### src/rtl/seg7_scan_reader.sv
// -----------------------------------------------------------------------------
// seg7_scan_reader
//
// Receive end of a time-multiplexed 7-segment display bus. The segment lines
// and one-hot digit selects are synchronised, a pattern is accepted once it
// has been stable for STABLE_CYC synchronised cycles, and the glyph is
// inverse-decoded back to a hex nibble for the selected digit. A one-cycle
// FRAME pulse marks the point where every digit has been captured at least
// once since the previous FRAME.
//
// Ports:
//   CLK       system clock
//   RST       asynchronous, active-high reset
//   SEGIN     segment lines a..g,dp in bits 7..0 (asynchronous to CLK)
//   DIGSEL    one-hot digit select, bit i = digit i (asynchronous to CLK)
//   HEXOUT    decoded digits, digit i in [4i+3:4i]
//   DPOUT     captured decimal point per digit
//   DIGERR    1 = last capture of digit i was not a valid hex glyph
//   FRAME     one-cycle pulse when all digits have been captured
//   FRAMEERR  qualified by FRAME: some capture in that frame was invalid
// -----------------------------------------------------------------------------
module seg7_scan_reader #(
    parameter int DIGITS     = 4,
    parameter int STABLE_CYC = 4
) (
    input  logic                  CLK,
    input  logic                  RST,
    input  logic [7:0]            SEGIN,
    input  logic [DIGITS-1:0]     DIGSEL,
    output logic [4*DIGITS-1:0]   HEXOUT,
    output logic [DIGITS-1:0]     DPOUT,
    output logic [DIGITS-1:0]     DIGERR,
    output logic                  FRAME,
    output logic                  FRAMEERR
);

    localparam logic [7:0] CNT_MAX = 8'(STABLE_CYC);

    // Two-flop synchronisers for the asynchronous display bus.
    logic [7:0]          seg_s1_q, seg_s2_q;
    logic [DIGITS-1:0]   dig_s1_q, dig_s2_q;

    // Pattern the stability counter refers to (previous cycle's {D,S}).
    logic [7:0]          pat_seg_q;
    logic [DIGITS-1:0]   pat_dig_q;

    logic [7:0]          cnt_q, cnt_d;
    logic                sat_q;

    logic [4*DIGITS-1:0] hex_q, hex_d;
    logic [DIGITS-1:0]   dp_q, dp_d;
    logic [DIGITS-1:0]   err_q, err_d;
    logic [DIGITS-1:0]   seen_q, seen_d;
    logic                acc_q, acc_d;
    logic                frame_q, frame_d;
    logic                frame_err_q, frame_err_d;

    logic                pat_same;
    logic                capture;
    logic                frame_due;
    logic [4:0]          glyph;      // {valid, value}

    // Inverse of the DEC7SEG encoding; dp is ignored, so the table is
    // written with the dp bit forced to 0.
    function automatic logic [4:0] decode_glyph(input logic [6:0] segs);
        logic [4:0] res;
        case ({segs, 1'b0})
            8'hFC:   res = {1'b1, 4'h0};
            8'h60:   res = {1'b1, 4'h1};
            8'hDA:   res = {1'b1, 4'h2};
            8'hF2:   res = {1'b1, 4'h3};
            8'h66:   res = {1'b1, 4'h4};
            8'hB6:   res = {1'b1, 4'h5};
            8'hBE:   res = {1'b1, 4'h6};
            8'hE0:   res = {1'b1, 4'h7};
            8'hFE:   res = {1'b1, 4'h8};
            8'hF6:   res = {1'b1, 4'h9};
            8'hEE:   res = {1'b1, 4'hA};
            8'h3E:   res = {1'b1, 4'hB};
            8'h1A:   res = {1'b1, 4'hC};
            8'h7A:   res = {1'b1, 4'hD};
            8'h9E:   res = {1'b1, 4'hE};
            8'h8E:   res = {1'b1, 4'hF};
            default: res = {1'b0, 4'h0};
        endcase
        return res;
    endfunction

    assign pat_same  = (seg_s2_q == pat_seg_q) && (dig_s2_q == pat_dig_q);
    assign cnt_d     = !pat_same         ? 8'd1 :
                       (cnt_q == CNT_MAX) ? cnt_q : cnt_q + 8'd1;

    // cnt_q counts how long pat_q has been stable. Capture fires only in the
    // first cycle the count sits at CNT_MAX (sat_q remembers the previous
    // cycle), so a held pattern is captured exactly once.
    assign capture   = (cnt_q == CNT_MAX) && !sat_q && $onehot(pat_dig_q);
    assign glyph     = decode_glyph(pat_seg_q[7:1]);
    assign frame_due = &seen_q;

    always_comb begin
        // NOTE: every output of this block is given a default first so no
        // path leaves a variable unassigned, which would infer a latch.
        hex_d       = hex_q;
        dp_d        = dp_q;
        err_d       = err_q;
        seen_d      = frame_due ? '0 : seen_q;
        acc_d       = frame_due ? 1'b0 : acc_q;
        frame_d     = frame_due;
        frame_err_d = frame_due ? acc_q : 1'b0;

        // A capture in the same edge that emits FRAME starts the new frame,
        // hence it is merged on top of the cleared mask/accumulator.
        if (capture) begin
            for (int i = 0; i < DIGITS; i++) begin
                if (pat_dig_q[i]) begin
                    dp_d[i]  = pat_seg_q[0];
                    err_d[i] = !glyph[4];
                    if (glyph[4]) begin
                        hex_d[4*i +: 4] = glyph[3:0];
                    end
                end
            end
            seen_d = seen_d | pat_dig_q;
            if (!glyph[4]) begin
                acc_d = 1'b1;
            end
        end
    end

    // NOTE: sequential state uses non-blocking assignments only, so every
    // flop samples the pre-edge values regardless of statement order.
    always_ff @(posedge CLK or posedge RST) begin
        if (RST) begin
            seg_s1_q    <= '0;
            seg_s2_q    <= '0;
            dig_s1_q    <= '0;
            dig_s2_q    <= '0;
            pat_seg_q   <= '0;
            pat_dig_q   <= '0;
            cnt_q       <= '0;
            sat_q       <= 1'b0;
            hex_q       <= '0;
            dp_q        <= '0;
            err_q       <= '0;
            seen_q      <= '0;
            acc_q       <= 1'b0;
            frame_q     <= 1'b0;
            frame_err_q <= 1'b0;
        end else begin
            seg_s1_q    <= SEGIN;
            seg_s2_q    <= seg_s1_q;
            dig_s1_q    <= DIGSEL;
            dig_s2_q    <= dig_s1_q;
            pat_seg_q   <= seg_s2_q;
            pat_dig_q   <= dig_s2_q;
            cnt_q       <= cnt_d;
            sat_q       <= (cnt_q == CNT_MAX);
            hex_q       <= hex_d;
            dp_q        <= dp_d;
            err_q       <= err_d;
            seen_q      <= seen_d;
            acc_q       <= acc_d;
            frame_q     <= frame_d;
            frame_err_q <= frame_err_d;
        end
    end

    assign HEXOUT   = hex_q;
    assign DPOUT    = dp_q;
    assign DIGERR   = err_q;
    assign FRAME    = frame_q;
    assign FRAMEERR = frame_err_q;

endmodule
### config.mk
export PLATFORM = sky130hd
export DESIGN_NAME = seg7_scan_reader
export DESIGN_NICKNAME = d
export VERILOG_FILES = /design/src/rtl/seg7_scan_reader.sv
export SDC_FILE = /design/constraint.sdc
export NUM_CORES = 1
export LEC_CHECK = 0
export CORE_MARGIN = 8
export CORE_UTILIZATION = 60
export CTS_CLUSTER_SIZE = 40
export DETAILED_ROUTE_END_ITERATION = 10
export PLACE_DENSITY = 0.84
export SLEW_MARGIN = 20
export SYNTH_ARGS = -nofsm -noshare
export SYNTH_HDL_FRONTEND = slang
export SYNTH_SLANG_ARGS = --single-unit
### constraint.sdc
create_clock -name CLK -period 6.71 [get_ports CLK]
set_input_delay 0.671 -clock CLK [delete_from_list [all_inputs] [get_ports CLK]]
set_output_delay 0.671 -clock CLK [all_outputs]
set_load 0.02 [all_outputs]
# Word-level counts from Yosys, hierarchy flattened
# Cells that the tools add are included.
op_classes:
  n_addsub: 4
  n_eq_ne: 21
  n_mux: 9
  n_bitwise: 1
  reduce_logical: 14
ops:
  columns: ["operator", "n"]
  rows:
  - ["$pmux W5 S16", 1]
  - ["$eq A7 B7 Y1 const B", 11]
  - ["$eq A7 B6 Y1 const B", 3]
  - ["$mux W8", 2]
  - ["$reduce_and A3 Y1", 4]
  - ["$add A8 B1 Y8 const B", 1]
  - ["$eq A8 B3 Y1 const B", 1]
  - ["$eq A8 B8 Y1", 1]
  - ["$mux W4", 2]
  - ["$reduce_and A2 Y1", 4]
  - ["$eq A7 B4 Y1 const B", 1]
  - ["$eq A7 B5 Y1 const B", 1]
  - ["$add A1 B1 Y2", 2]
  - ["$eq A4 B4 Y1", 1]
  - ["$mux W1", 4]
  - ["$or A4 B4 Y4", 1]
  - ["$reduce_and A4 Y1", 1]
  - ["$add A2 B2 Y3", 1]
  - ["$eq A3 B1 Y1 const B", 1]
  - ["$logic_and A1 B1 Y1", 3]
  - ["$logic_not A1 Y1", 2]
  - ["$ne A2 B2 Y1 const B", 1]
totals:
  regBits: 76
  inputBits: 14
  output_inout_bits: 26
  word_cells: 73

# Logic depth before layout (Yosys ltp)
# Gate-level depths: netlist (run 1).
logic_depth:
  word_depth: 5
  mapped_depth: 10

# Worst setup path before layout (run 1)
# OpenSTA, ideal clock, no wires.
synth_timing:
  kind: "flip-flop to flip-flop"
  startpoint: "reg pat_dig_q[0]"
  endpoint: "reg hex_q[11] (netlist: HEXOUT[11])"
  t_arrival_ps: 2545
  required_time_ps: 6580
  slack_ps: 4036
  stages_incl_launch_ff: 11
  path_cell_list: "dfrtp_1 > inv_1 > fa_1 > inv_1 > ha_1 > ha_1 > nor4b_1 > and4_1 > nand2_1 > a31oi_4 > o22ai_1"
synth_via:
  elab_chain_len: 5
synth_lines:
  columns: ["element", "line", "source"]
  rows:
  - ["start, declared", "45", "logic [DIGITS-1:0] pat_dig_q;"]
  - ["start signal, assigned", "155", "pat_dig_q <= dig_s2_q;"]
  - ["$add A1 B1 Y2 (not written as such)", "96", "assign capture = (cnt_q == CNT_MAX) && !sat_q && $onehot(pat_dig_q);"]
  - ["$add A2 B2 Y3 (not written as such)", "96", null]
  - ["$eq A3 B1 Y1", "96", null]
  - ["$logic_and A1 B1 Y1", "96", null]
  - ["$reduce_and A3 Y1 (no source line)", null, null]
  - ["end signal, assigned", "142", "hex_q <= '0;"]
  - ["end signal, assigned", "158", "hex_q <= hex_d;"]
  - ["end, declared", "50", "logic [4*DIGITS-1:0] hex_q, hex_d;"]
# No other way between the ends.
# A chain may end at the register's enable or synchronous reset.

# Worst setup path in the final report (run 1)
layout_timing:
  startpoint: "reg pat_dig_q[0]"
  endpoint: "reg hex_q[8] (netlist: HEXOUT[8])"
# Same word-level chain as after synthesis.

==> results.py, run 1 <==
metrics = {
    "power": {
        "switching_power_w": 0.000211,
        "ir_drop_mv": 0.167,
        "power_w": 0.000950,
        "pwr-share-seq_pct": 50.9,
        "p_int_w": 0.000739,
        "comb_power_share_pct": 5.4,
        "p_clk_share_pct": 43.7,
        "cellPowerDensity_mw_per_mm2": 236,
        "switching_share_pct": 22.2,
        "leakagePower_nw": 1.72,
    },
    "critical_path": {
        "cp.arrival_ns": 3.48,
        "reg2reg_from": "pat_dig_q[0]",
        "critPathSlowestCell": "fa_1",
        "crit_buf_inv": 2,
        "ff2ff_setup_slack_ns": 3.50,
        "path_max_fanout": 7,
        "crit_path_end_kind": "register",
        "cp_data_required_time_ns": 6.99,
        "crit_type": "reg -> reg",
        "startpoint": "pat_dig_q[0]",
        "path_cells": "inv_1 > fa_1 > inv_1 > ha_1 > ha_1 > nor4b_1 > nand4_1 > a211oi_1 > nor4_1 > a21oi_1",
        "cp.depth": 10,
        "r2r_cells": 10,
        "max_stage_delay_ns": 0.54,
        "r2r_end": "HEXOUT[8]",
        "startpoint_type": "register",
        "setup.worst_path.end": "HEXOUT[8]",
        "path_delay_family": "adder cells",
    },
    "layout": {
        "final_common_cell": "dfrtp_1",
        "final_cell_mix": "dfrtp_1, clkdlybuf4s50_1, nand2_1",
        "area_delta_synth_final_pct": 18.9,
        "drive_gt1_share_pct": 10.3,
        "fillerInstances": 398,
        "fin_nets": 345,
        "diodes": 0,
    },
    "grt": {
        "grt_pass1_vias": 2355,
        "grt_pass1_wl_um": 11900,
        "grt_max_degree": 77,
        "met1_usage_pct": 22.5,
        "use_met3_pct": 4.53,
        "grt-ovfl-total": 0,
        "antenna_found_initial": 0,
        "busiest_layer": "met2",
        "grt.total_usage_pct": 17.8,
        "met2_usage_pct": 27.4,
    },
    "clocking": {
        "cts_made_buffers": 9,
        "clkLatencyLatePin_ns": 0.35,
        "hold_buffers": 0,
        "cts_tree": "done",
        "path_clk_slew_ns": 0.08,
        "root_buffer": "clkbuf_8",
        "cts_setup_buffers": 0,
        "cts_buffer_depth": 2,
        "cts.sinks": 76,
        "htree_num_levels": 3,
        "cts_resized": 0,
    },
    "status": {
        "outcome": "finished clean",
    },
    "drt": {
        "drt_iter0_drc": 291,
        "routedWlPerCell_um": 17.7,
        "vias": 2466,
        "drc": 0,
        "firstDrtPassIters": 5,
        "vias_per_cell": 6.12,
        "ant_nets": 0,
        "wl_um": 7120,
    },
    "floorplan": {
        "fp.dieW_um": 91.1,
        "core_area_sq_mm": 0.00547,
        "initial_utilization_pct": 61.8,
        "dieArea_sq_mm": 0.00830,
        "die-height_um": 91.1,
        "rows": 27,
        "design.portCount": 40,
    },
    "timing": {
        "finalHoldViolCount": 0,
        "clock_skew_ns": 0.00962,
        "tightest_slew_ns": 0.935,
        "min_period_over_period_pct": 47.8,
        "timing.fmax_mhz": 312,
        "hold_slack_ns": 0.349,
        "relSlewSlack_pct": 37.7,
        "timing.final.max_slew_violations": 0,
        "period_minus_slack_ns": 3.21,
        "finalSetupViolCount": 0,
        "rsz0062_at_grt": "false",
        "fin_setup_tns_ns": 0,
    },
    "yosys": {
        "ys_warn_count": 0,
        "synth.mux.area_fraction_pct": 1.63,
        "synth_top_family_by_area": "simple AND/OR/NAND/NOR gates",
        "synth_seq_cells": 76,
        "synthArstFlopShare_pct": 100,
        "synth_compound_area_share_pct": 13.2,
        "syn_area_sq_mm": 0.00338,
        "synth_edf_count": 0,
        "synthesis.nets": 306,
        "synth_xor_area_share_pct": 4.66,
        "yosys.area_share.simple_pct": 17.8,
        "seq_area_frac_synth_pct": 56.2,
        "syn_area_per_cell_sq_um": 11.8,
        "synth_cells": 287,
        "synth_adder_area_share_pct": 2.07,
        "synthFlopType": "dfrtp_1",
        "ys_types": 55,
    },
    "placement": {
        "gp_congestion": 0.883,
        "portBuffers": 39,
        "dp_hpwl_um": 4740,
    },
    "min_path": {
        "hp-class": "reg -> reg",
    },
    "flow_run": {
        "cap_violations": 0,
    },
}
==> power by group through the flow <==
stage	clock [W]	combinational, W	sequential, W
2_1_floorplan	0	0.0000437	0.000483
3_3_place_gp	0	0.0000491	0.000491
3_5_place_dp	0	0.0000512	0.000492
4_1_cts	0.000421	0.0000514	0.000483
5_1_grt	0.000439	0.0000567	0.000485
6_report	0.000415	0.0000511	0.000483
==> layer usage <==
layer | vias up | wire length, um
met4 | 0 | 161
met5 | - | 0
met2 | 119 | 3340
met3 | 15 | 502
met1 | 1214 | 3110
li1 | 1118 | -
==> logic make-up after synthesis <==
logic type / Yosys count
buffers and inverters: 28
adder cells (fa/ha/maj): 5
XOR/XNOR: 18
AND/OR/NAND/NOR: 101
multiplexers: 5
AO/OA/AOI/OAI: 54
flip-flops: 76
==> metrics by stage <==
stage | cell area [sq um] | instances | setup slack [ns] | util (%)
after floorplan | 3380 | 287 | 4.04 | -
after global placement | 3780 | 387 | 3.86 | 69.1
after global routing | 4020 | 403 | 3.36 | 73.5
after detailed placement | 3780 | 387 | 3.66 | 69.1
final | 4020 | 403 | 3.50 | 73.5
after CTS | 4020 | 403 | 3.58 | 73.5
==> synth_stat cells (2+ instances only) <==
cell | n | area (sq um)
nand2_1 | 25 | 93.8
nor4bb_1 | 4 | 40.0
nor4_1 | 7 | 43.8
ha_1 | 4 | 50.1
xnor2_1 | 3 | 26.3
and3_1 | 4 | 25.0
nor3b_1 | 2 | 15.0
buf_4 | 4 | 30.0
a21oi_1 | 6 | 30.0
a211oi_1 | 6 | 45.0
nor3_1 | 7 | 35.0
nand4b_1 | 3 | 26.3
o21ai_0 | 7 | 35.0
inv_1 | 16 | 60.1
xor2_1 | 15 | 131
nand4_1 | 5 | 31.3
buf_6 | 3 | 33.8
dfrtp_1 | 76 | 1900
a31oi_1 | 8 | 50.1
nor2b_1 | 6 | 37.5
buf_2 | 4 | 20.0
o22a_1 | 8 | 70.1
mux2_2 | 4 | 45.0
nor2_1 | 9 | 33.8
and2_1 | 2 | 12.5
o22ai_1 | 5 | 31.3
and3b_1 | 2 | 17.5
and4b_1 | 3 | 30.0
a31oi_4 | 4 | 85.1
nand3_1 | 10 | 50.1
==> worst min-delay path by stage <==
stage                             end  depth (start not counted)         from
after CTS                 seg_s2_q[0]                          0  seg_s1_q[0]
after detailed placement  seg_s2_q[0]                          0  seg_s1_q[0]
after global routing      seg_s2_q[7]                          0  seg_s1_q[7]
after global placement    dig_s2_q[0]                          0  dig_s1_q[0]
after floorplan           dig_s2_q[0]                          0  dig_s1_q[0]
final                     seg_s2_q[7]                          0  seg_s1_q[7]
==> flip-flops by register name, summed over array words and instances, names as in the netlist, 4 cells and up <==
| register | count |
|---|---|
| seg_s2_q | 8 |
| cnt_q | 8 |
| pat_dig_q | 4 |
| DPOUT | 4 |
| seg_s1_q | 8 |
| seen_q | 4 |
| dig_s1_q | 4 |
| DIGERR | 4 |
| HEXOUT | 16 |
| pat_seg_q | 8 |
| dig_s2_q | 4 |
==> final cells by class <==
cell class              instances  area, sq um  area share (%)
clock buffers                  10          128            3.17
clock inverters                 6          113            2.80
inverters                      16         60.1            1.49
multi-input cells             183         1330            33.1
flip-flops and latches         76         1900            47.3
well taps                      72         90.1            2.24
repair buffers                 40          398            9.89
Note: power is estimated with default switching activity, not from simulation.
==> run 2, diff against run 1 <==
--- a/config.mk
+++ b/config.mk
@@ -6,10 +6,10 @@
 export NUM_CORES = 1
 export LEC_CHECK = 0
 export CORE_MARGIN = 8
-export CORE_UTILIZATION = 60
+export CORE_UTILIZATION = 55
 export CTS_CLUSTER_SIZE = 40
 export DETAILED_ROUTE_END_ITERATION = 10
-export PLACE_DENSITY = 0.84
+export PLACE_DENSITY = 0.78
 export SLEW_MARGIN = 20
 export SYNTH_ARGS = -nofsm -noshare
 export SYNTH_HDL_FRONTEND = slang
==> constraint.sdc (replaced) <==
create_clock -name CLK -period 3 [get_ports CLK]
set_input_delay 0.3 -clock CLK [delete_from_list [all_inputs] [get_ports CLK]]
set_output_delay 0.3 -clock CLK [all_outputs]
set_load 0.02 [all_outputs]
==> run 2 against run 1 <==
Against the previous run: non-clock buffer count up 9; critical path type unchanged; final area up 0.62%; sequential power up 120%.
==> results.py, run 2 (same netlist as run 1, synthesis figures left out) <==
metrics = {
    "status": {
        "outcome": "finished clean",
    },
    "placement": {
        "post-place-ws_ns": 0.0253,
        "place_area_sq_mm": 0.00384,
        "dp_cells": 395,
        "gp_congestion": 0.882,
        "dp_hpwl_um": 4780,
        "portBuffers": 39,
    },
    "drt": {
        "ant_nets": 0,
        "firstDrtPassIters": 4,
        "wl_um": 6780,
        "drc": 0,
        "vias": 2365,
        "drt_iter0_drc": 160,
        "vias_per_cell": 5.71,
        "routedWlPerCell_um": 16.4,
    },
    "critical_path": {
        "path_delay_family": "adder cells",
        "max_stage_delay_ns": 0.54,
        "startpoint_type": "register",
        "path_max_fanout": 5,
        "path_cells": "inv_1 > fa_1 > inv_1 > ha_1 > ha_1 > nor4bb_1 > nand4b_1 > buf_4 > a211oi_1 > nor4_1 > a21oi_1",
        "crit_buf_inv": 3,
        "critPathSlowestCell": "fa_1",
        "crit_path_end_kind": "register",
        "crit_type": "reg -> reg",
        "cp_data_required_time_ns": 3.27,
        "cp.arrival_ns": 3.14,
    },
    "timing": {
        "timing.fmax_mhz": 348,
        "period_minus_slack_ns": 2.87,
        "finalHoldViolCount": 0,
        "hold_slack_ns": 0.342,
        "rsz0062_at_grt": "true",
        "timing.final.max_slew_violations": 0,
        "clock_skew_ns": 0.00814,
        "finalSetupViolCount": 0,
        "tightest_slew_ns": 0.688,
        "min_period_over_period_pct": 95.7,
        "fin_ws_ns": 0.130,
        "relSlewSlack_pct": 53.8,
    },
    "floorplan": {
        "dieArea_sq_mm": 0.00892,
        "die-height_um": 94.4,
        "initial_utilization_pct": 57.1,
        "fp.dieW_um": 94.4,
        "design.portCount": 40,
        "core_area_sq_mm": 0.00592,
        "rows": 28,
    },
    "clocking": {
        "clkLatencyLatePin_ns": 0.34,
        "cts_tree": "done",
        "cts_buffer_depth": 2,
        "htree_num_levels": 3,
        "cts.sinks": 76,
        "root_buffer": "clkbuf_8",
        "cts_made_buffers": 9,
        "path_clk_slew_ns": 0.08,
    },
    "grt": {
        "grt_max_degree": 77,
        "grt_pass1_wl_um": 11300,
        "grt-ovfl-total": 0,
        "antenna_found_initial": 0,
        "grt_pass1_vias": 2273,
        "grt.total_usage_pct": 16.2,
    },
    "layout": {
        "fin_cells": 414,
        "diodes": 0,
        "area_delta_synth_final_pct": 19.7,
        "final_common_cell": "dfrtp_1",
        "drive_gt1_share_pct": 13.3,
        "final_cell_mix": "dfrtp_1, clkdlybuf4s50_1, nand2_1",
        "fin_nets": 354,
        "final_cell_area_sq_mm": 0.00405,
        "largest_reg_flops": 16,
    },
    "power": {
        "ir_drop_mv": 0.372,
        "power_w": 0.00187,
        "cellPowerDensity_mw_per_mm2": 461,
        "leakagePower_nw": 1.73,
    },
    "min_path": {
        "hp-class": "in -> async",
    },
    "flow_run": {
        "cap_violations": 0,
    },
}
-- run 2: changes by cell type in the layout (fill, tap and decap cells not counted), moves of 2 or more --
cell / change
buf_4: +8
bufinv_16: -3
clkinv_4: -2
clkinvlp_4: +3
-- run 2: power breakdown --
part	total, W	switching (W)	internal, W	leakage, nW
Clock	0.000662	0.000367	0.000295	0.0775
Sequential	0.00108	0.0000294	0.00105	0.973
Combinational	0.000128	0.0000681	0.0000600	0.676
Total	0.00187	0.000464	0.00140	1.73
-- run 2: routing by layer --
layer | GRT usage, % | routed length, um
met1 | 21.3 | 3180
met2 | 24.8 | 3130
met3 | 3.73 | 337
met4 | 7.93 | 138
met5 | 0 | 0
-- run 2: through the flow --
step                      TNS [ns]  utilization (%)
after floorplan                  0                -
after global placement           0             64.8
after detailed placement         0             64.8
after CTS                        0             67.6
after global routing       -0.0755             68.4
final                            0             68.4
-- run 2: final timing paths --
path | from | end | slack [ns] | depth (start not counted)
max reg2reg | pat_dig_q[0] | HEXOUT[0] | 0.13 | 11
min | RST | dig_s1_q[2] | 0.34 | 3
min in group CLK | seg_s1_q[7] | seg_s2_q[7] | 0.35 | 0
max in group asynchronous | RST | pat_seg_q[7] | 2.35 | 3
max | pat_dig_q[0] | HEXOUT[0] | 0.13 | 11
min reg2reg | seg_s1_q[7] | seg_s2_q[7] | 0.35 | 0
-- run 2: cell type report --
class	instances	area, sq um
clock buffer	9	124
timing repair buffer	49	478
inverter	16	60.1
multi-input combinational	183	1350
clock inverter	6	41.3
tap	75	93.8
sequential	76	1900
fill	437	1870
-- run 2: worst reg2reg max path, delay by kind of cell (launching register included) --
family / cells / cell delay, ns
adders and majority gates: 3 / 1.06
and+or+nand+nor: 3 / 0.61
DFF: 1 / 0.40
buffers and inverters: 3 / 0.36
AOI/OAI and AO/OA: 2 / 0.36
-- run 2: timing repair --
action,4_1_cts,5_1_grt
hold buffers,0,0
resized for setup,0,3
endpoints found under the setup margin,0,20
buffers inserted,0,4
